$ cat config.mk
export PLATFORM = sky130hd
export DESIGN_NAME = dafa_ctrl
export DESIGN_NICKNAME = d
export VERILOG_FILES = /design/src/rtl/dafa_ctrl.sv
export SDC_FILE = /design/constraint.sdc
export NUM_CORES = 1
export LEC_CHECK = 0
export BUFFER_PORTS_ARGS = -buffer_cell sky130_fd_sc_hd__buf_2
export CORE_MARGIN = 5
export CORE_UTILIZATION = 35
export DETAILED_ROUTE_END_ITERATION = 8
export GPL_TIMING_DRIVEN = 0
export PLACE_DENSITY = 0.68
export SLEW_MARGIN = 20
export SYNTH_ARGS = -nofsm -noshare
export SYNTH_HDL_FRONTEND = slang
export SYNTH_SLANG_ARGS = --single-unit
$ cat constraint.sdc
create_clock -name clk -period 2.18 [get_ports clk]
set_clock_uncertainty 0.2 [all_clocks]
set_input_delay 0.218 -clock clk [delete_from_list [all_inputs] [get_ports clk]]
set_output_delay 0.218 -clock clk [all_outputs]
set_load 0.05 [all_outputs]
$ cat src/rtl/dafa_ctrl.sv
// dafa_ctrl -- sequencer for an external combinational reversible adder.
//
// A command loads (s, x, y, ovf) into operand registers together with a pass
// count. Each RUN cycle the registers drive the adder, and the adder's sum,
// control and overflow results are written back on the next edge. x passes
// through the adder unchanged, so it is simply held. After cmd_cnt passes, or
// immediately when cmd_cnt is 0, the result is presented with a valid/ready
// handshake.
//
// Optional feature: define DAFA_CTRL_ABORT_EN to add the abort input and the
// rsp_aborted output. abort cuts a run short without capturing the adder
// results on that edge.
//
// Ports:
//   clk, rst_n                     clock, asynchronous active-low reset
//   cmd_valid/cmd_ready            command handshake
//   cmd_s/x/y, cmd_ovf, cmd_cnt    initial operands and pass count
//   dp_s/x/y, dp_ovf               operands driven to the adder
//   dp_s_ret/dp_y_ret/dp_ovf_ret   adder results
//   rsp_valid/rsp_ready            response handshake
//   rsp_s/rsp_y/rsp_ovf            final values; they mirror the registers
//                                  at all times
//   busy                           high whenever the controller is not idle
//   abort, rsp_aborted             present only with DAFA_CTRL_ABORT_EN
module dafa_ctrl #(
    parameter int W  = 12,
    parameter int CW = 4
) (
    input  logic          clk,
    input  logic          rst_n,
    input  logic          cmd_valid,
    output logic          cmd_ready,
    input  logic [W-1:0]  cmd_s,
    input  logic [W-1:0]  cmd_x,
    input  logic [W-1:0]  cmd_y,
    input  logic          cmd_ovf,
    input  logic [CW-1:0] cmd_cnt,
    output logic [W-1:0]  dp_s,
    output logic [W-1:0]  dp_x,
    output logic [W-1:0]  dp_y,
    output logic          dp_ovf,
    input  logic [W-1:0]  dp_s_ret,
    input  logic [W-1:0]  dp_y_ret,
    input  logic          dp_ovf_ret,
    output logic          rsp_valid,
    input  logic          rsp_ready,
    output logic [W-1:0]  rsp_s,
    output logic [W-1:0]  rsp_y,
    output logic          rsp_ovf,
`ifdef DAFA_CTRL_ABORT_EN
    input  logic          abort,
    output logic          rsp_aborted,
`endif
    output logic          busy
);

    typedef enum logic [1:0] {
        IDLE = 2'd0,
        RUN  = 2'd1,
        DONE = 2'd2
    } state_t;

    state_t        state, state_nxt;
    logic [W-1:0]  s_reg, x_reg, y_reg;
    logic          ovf_reg;
    logic [CW-1:0] rem;
    logic          accept;
    logic          abort_run;

`ifdef DAFA_CTRL_ABORT_EN
    logic aborted_reg;
    assign abort_run   = (state == RUN) && abort;
    assign rsp_aborted = aborted_reg;
`else
    assign abort_run = 1'b0;
`endif

    assign accept = (state == IDLE) && cmd_valid;

    always_ff @(posedge clk or negedge rst_n) begin
        if (!rst_n) state <= IDLE;
        else        state <= state_nxt;
    end

    always_comb begin
        state_nxt = state;
        cmd_ready = 1'b0;
        rsp_valid = 1'b0;
        busy      = 1'b1;
        case (state)
            IDLE: begin
                cmd_ready = 1'b1;
                busy      = 1'b0;
                if (cmd_valid)
                    state_nxt = (cmd_cnt != '0) ? RUN : DONE;
            end
            RUN: begin
                // The pass counter is compared, not tested for zero after
                // the decrement, so the edge that consumes the last pass is
                // also the edge that leaves RUN.
                if (abort_run || rem == CW'(1))
                    state_nxt = DONE;
            end
            DONE: begin
                rsp_valid = 1'b1;
                if (rsp_ready)
                    state_nxt = IDLE;
            end
            default: state_nxt = IDLE;
        endcase
    end

    always_ff @(posedge clk or negedge rst_n) begin
        if (!rst_n) begin
            s_reg   <= '0;
            x_reg   <= '0;
            y_reg   <= '0;
            ovf_reg <= 1'b0;
            rem     <= '0;
`ifdef DAFA_CTRL_ABORT_EN
            aborted_reg <= 1'b0;
`endif
        end else if (accept) begin
            s_reg   <= cmd_s;
            x_reg   <= cmd_x;
            y_reg   <= cmd_y;
            ovf_reg <= cmd_ovf;
            rem     <= cmd_cnt;
`ifdef DAFA_CTRL_ABORT_EN
            aborted_reg <= 1'b0;
`endif
        end else if (state == RUN) begin
            if (abort_run) begin
                // The in-flight adder results are dropped on purpose, so the
                // response shows the state after the last completed pass.
`ifdef DAFA_CTRL_ABORT_EN
                aborted_reg <= 1'b1;
`endif
            end else begin
                s_reg   <= dp_s_ret;
                y_reg   <= dp_y_ret;
                ovf_reg <= dp_ovf_ret;
                rem     <= rem - CW'(1);
            end
        end
    end

    assign dp_s   = s_reg;
    assign dp_x   = x_reg;
    assign dp_y   = y_reg;
    assign dp_ovf = ovf_reg;

    assign rsp_s   = s_reg;
    assign rsp_y   = y_reg;
    assign rsp_ovf = ovf_reg;

endmodule

==> impl.org <==
** Floorplanning
- The core region is between 0.005 and 0.006 mm2.
- For this design the top-level I/O count stands at 135.
- The floorplan step defined a die boundary enclosing between 0.007 and 0.008 mm2.
- Initial core utilization :: between 30 and 40%
- Die width :: 86.31 um
- Standard-cell row count :: 27
- Measured along the y axis, the die boundary spans 86.31 um.

** Critical path
- Number of cells on the worst reg-to-reg path :: 6
- At the worst endpoint, the required time is about 2200 ps.
- The critical path contains buffers and inverters numbering 3 combined.
- In this run the worst setup path begins at state[0].
- Data arrives at the worst endpoint at roughly 2100 ps.
- Chain of cells forming the critical path :: buf_2 -> nor3b_4 -> clkbuf_4 -> a22oi_1 -> nand2_1 -> dlygate4sd3_1
- For this design, the slowest cell found on the critical path is sky130_fd_sc_hd__dlygate4sd3_1.
- WS Path Type :: flip-flop to flip-flop
- Category of the worst setup path launch point :: flip-flop
- Across all register-to-register paths, the minimum setup slack is ~120 ps.
- The worst setup path is captured at a flip-flop.
- The worst register-to-register path ends at dp_y[10].
- The largest single stage delay on the critical path is 550 ps.
- Highest fanout seen on the critical path :: 10
- In this run the critical register-to-register path is launched from state[0].
- Among cell families on the critical path, the largest total delay comes from buffers and inverters.

** STA
- Static timing analysis puts the maximum clock frequency at between 0.4 and 0.5 GHz.
- Final critical-path share of the clock period :: a little over nine tenths
- Post-layout worst setup margin :: roughly 120 ps
- Setup Viol. Count Final :: 0
- Min cycle time layout :: 2062 ps
- Final worst hold slack :: around 4.6 ps
- The max-slew violation count was 0.
- In the final timing run, aggregate negative setup slack is 0 ps.
- At the pin with the least slew margin, the transition time is around 450 ps.
- The hold violation count in the final report came to 0.
- Measured against its own limit, the worst slew margin works out to between 60% and 70%.
- Setup repair after global routing left no endpoint under its margin.

** Cells and area
- Most common cell after layout, fill and taps aside :: sky130_fd_sc_hd__buf_2
- Compared with the post-synthesis result, the final layout area differs by 77.84%.
- At the end of the flow, the number of nets in the layout was 480.
- The repair_antennas step left the layout with diodes totalling 0.
- Multi-input combinational cell area :: ~700 um2
- Fraction of layout instances using a drive strength above 1 :: 45.23%
- Final design instance area without fill :: around 0.0036 mm2
- Summing all flip-flop and latch instances after layout gives between 0.001 and 0.0015 mm2.
- Total of fill cells in the finished design :: about 460
- In the layout the commonest cells are sky130_fd_sc_hd__buf_2 (142), sky130_fd_sc_hd__dlygate4sd3_1 (68), sky130_fd_sc_hd__nand2_1 (53), sky130_fd_sc_hd__dfrtp_1 (43), sky130_fd_sc_hd__buf_4 (29).

** Clock tree
- The clock passes through at most 2 buffers.
- The tree is rooted in a sky130_fd_sc_hd__clkbuf_8.
- TritonCTS clock tree :: done
- The clock tree synthesis step divided the H-tree into 2 levels.
- Post-CTS clock slew at the launch and capture registers of the worst setup and hold paths :: about 80 ps
- Total clock sinks :: 43
- CTS buffer count :: 5
- Clock latency reported for the late side of the worst-skew pair :: 290 ps

** Routing
- The pre-antenna-repair detailed-routing pass consisted of 4 iterations.
- # DRC :: 0
- Number of DRC markers after the initial detailed-route iteration :: 77
- In the final routed layout, each cell accounts on average for between 10 and 15 um.
- Post-route ant nets :: 0
- Via density per instance :: ~4.6
- The final route contains approximately 2,200 vias.
- Total wire length :: between 6 and 7 mm

** GRT
- Global routing used between 10% and 20% of the available tracks across all layers.
- Initial antenna violation count :: 0
- Via count of the first global-routing pass :: about 2,300
- Global routing finished with a remaining overflow of 0.
- The first global-routing pass estimated between 10 and 15 mm of wire.
- Maximum number of pins on one net before global-route repair :: between 40 and 50

** Synthesis
- The number of different library cells used by synthesis comes to 24.
- Of the synthesized area, sequential elements account for between 50 and 60%.
- For this run, asynchronously set or reset flops after synthesis account for 100.0%.
- Yosys mapped a number of flops with a built-in enable equal to 0.
- Top_reg_cell synth :: sky130_fd_sc_hd__dfrtp_1
- #FFs+latches synth :: between 40 and 50
- During synthesis, Yosys emitted a total of 0 warnings.
- Cell count after synthesis :: 195
- Syn_nets :: 267
- Summing every instance area after synthesis gives ~0.0020 mm2.
- Synth Area per Inst :: 10.45 um2

** Hold path
- Launch point of the worst hold path :: cmd_valid
- Worst Hold Class :: input port to flip-flop
- Min-Delay Endpoint :: state[0]
- Along the worst hold path, the cell count comes to 3.

** Place
- Post-detailed-placement half-perimeter wirelength :: between 4 and 5 mm
- At the end of routability-driven placement, the weighted congestion stood at 0.7726.
- Buffers on Ports :: 134
- Post-placement cell area :: ~0.0028 mm2
- Worst Setup Slack post-DPL :: about 390 ps

** Run
- Total of max-cap violations :: 0

** Outcome
- The run finished with clean final reports.
-- how the worst max path moves through the flow --
stage	to	cells after the start
2_1_floorplan	busy	3
3_3_place_gp	dp_x[9]	4
3_5_place_dp	dp_x[10]	4
4_1_cts	dp_y[10]	6
5_1_grt	dp_y[10]	6
6_report	dp_y[10]	6
-- through the flow --
step,utilization [%],std cells
2_1_floorplan,-,195
3_3_place_gp,50.21,401
3_5_place_dp,50.21,401
4_1_cts,64.22,477
5_1_grt,65.03,481
6_report,65.03,481
-- worst min-delay path: stages --
cell and delay, ps:
sky130_fd_sc_hd__buf_2 120, sky130_fd_sc_hd__nand2_1 60, sky130_fd_sc_hd__o22ai_1 60
-- layout make-up --
class                      count  share of cell area [%]
buffer                        35                   6.697
clock buffer                   8                   2.761
inverter                       3                  0.3107
multi-input combinational    114                   19.61
sequential                    43                   29.69
tap                           72                   2.485
timing repair buffer         206                   38.45
-- synthesized netlist by cell type (all sizes together) (2+ instances only) --
master	count	share of area (%)
nor2	3	0.55
nor3b	2	1.3
a22oi	26	9.6
buf	35	12
inv	3	0.55
nor2b	2	0.61
dfrtp	43	53
nand2	53	9.8
mux2	12	6.6
nand2b	2	0.61
a221o	3	1.5
ha	2	1.2
-- state kept, by name (all words and copies together), names as in the netlist --
name,cells
dp_x,12
dp_y,12
rem,4
dp_ovf,1
state,2
dp_s,12
-- cells by family (layout without fill, tap and decap cells) --
kind of cell | count (synthesis) | count (layout) | synth area share, %
flip-flops | 43 | 43 | 52.79
multiplexers | 12 | 12 | 6.630
AND/OR/NAND/NOR | 66 | 66 | 14.06
adder cells (fa/ha/maj) | 2 | 2 | 1.228
buffers and inverters | 38 | 252 | 12.34
XOR/XNOR | 1 | 1 | 0.4298
AO/OA/AOI/OAI | 33 | 33 | 12.52
-- metal layers --
metal / track usage [%] / wire (um) / share of wire (%) / vias to the layer above
met5: 0 / 0 / 0 / -
met4: 5.949 / 120 / 1.8 / 0
met3: 5.133 / 588 / 8.7 / 11
met2: 33.64 / 3571 / 53 / 91
met1: 19.46 / 2516 / 37 / 1032
li1: - / - / - / 1063
-- timing repair --
item	4_1_cts	5_1_grt
gates resized for setup	0	1
hold buffers	68	0
setup endpoints to repair	0	1
setup buffers	0	3
endpoints found under the hold margin	85	0
Power is left out: the tool's default activity adds up to more than one toggle a clock period on the data nets, which glitch-free logic cannot reach.
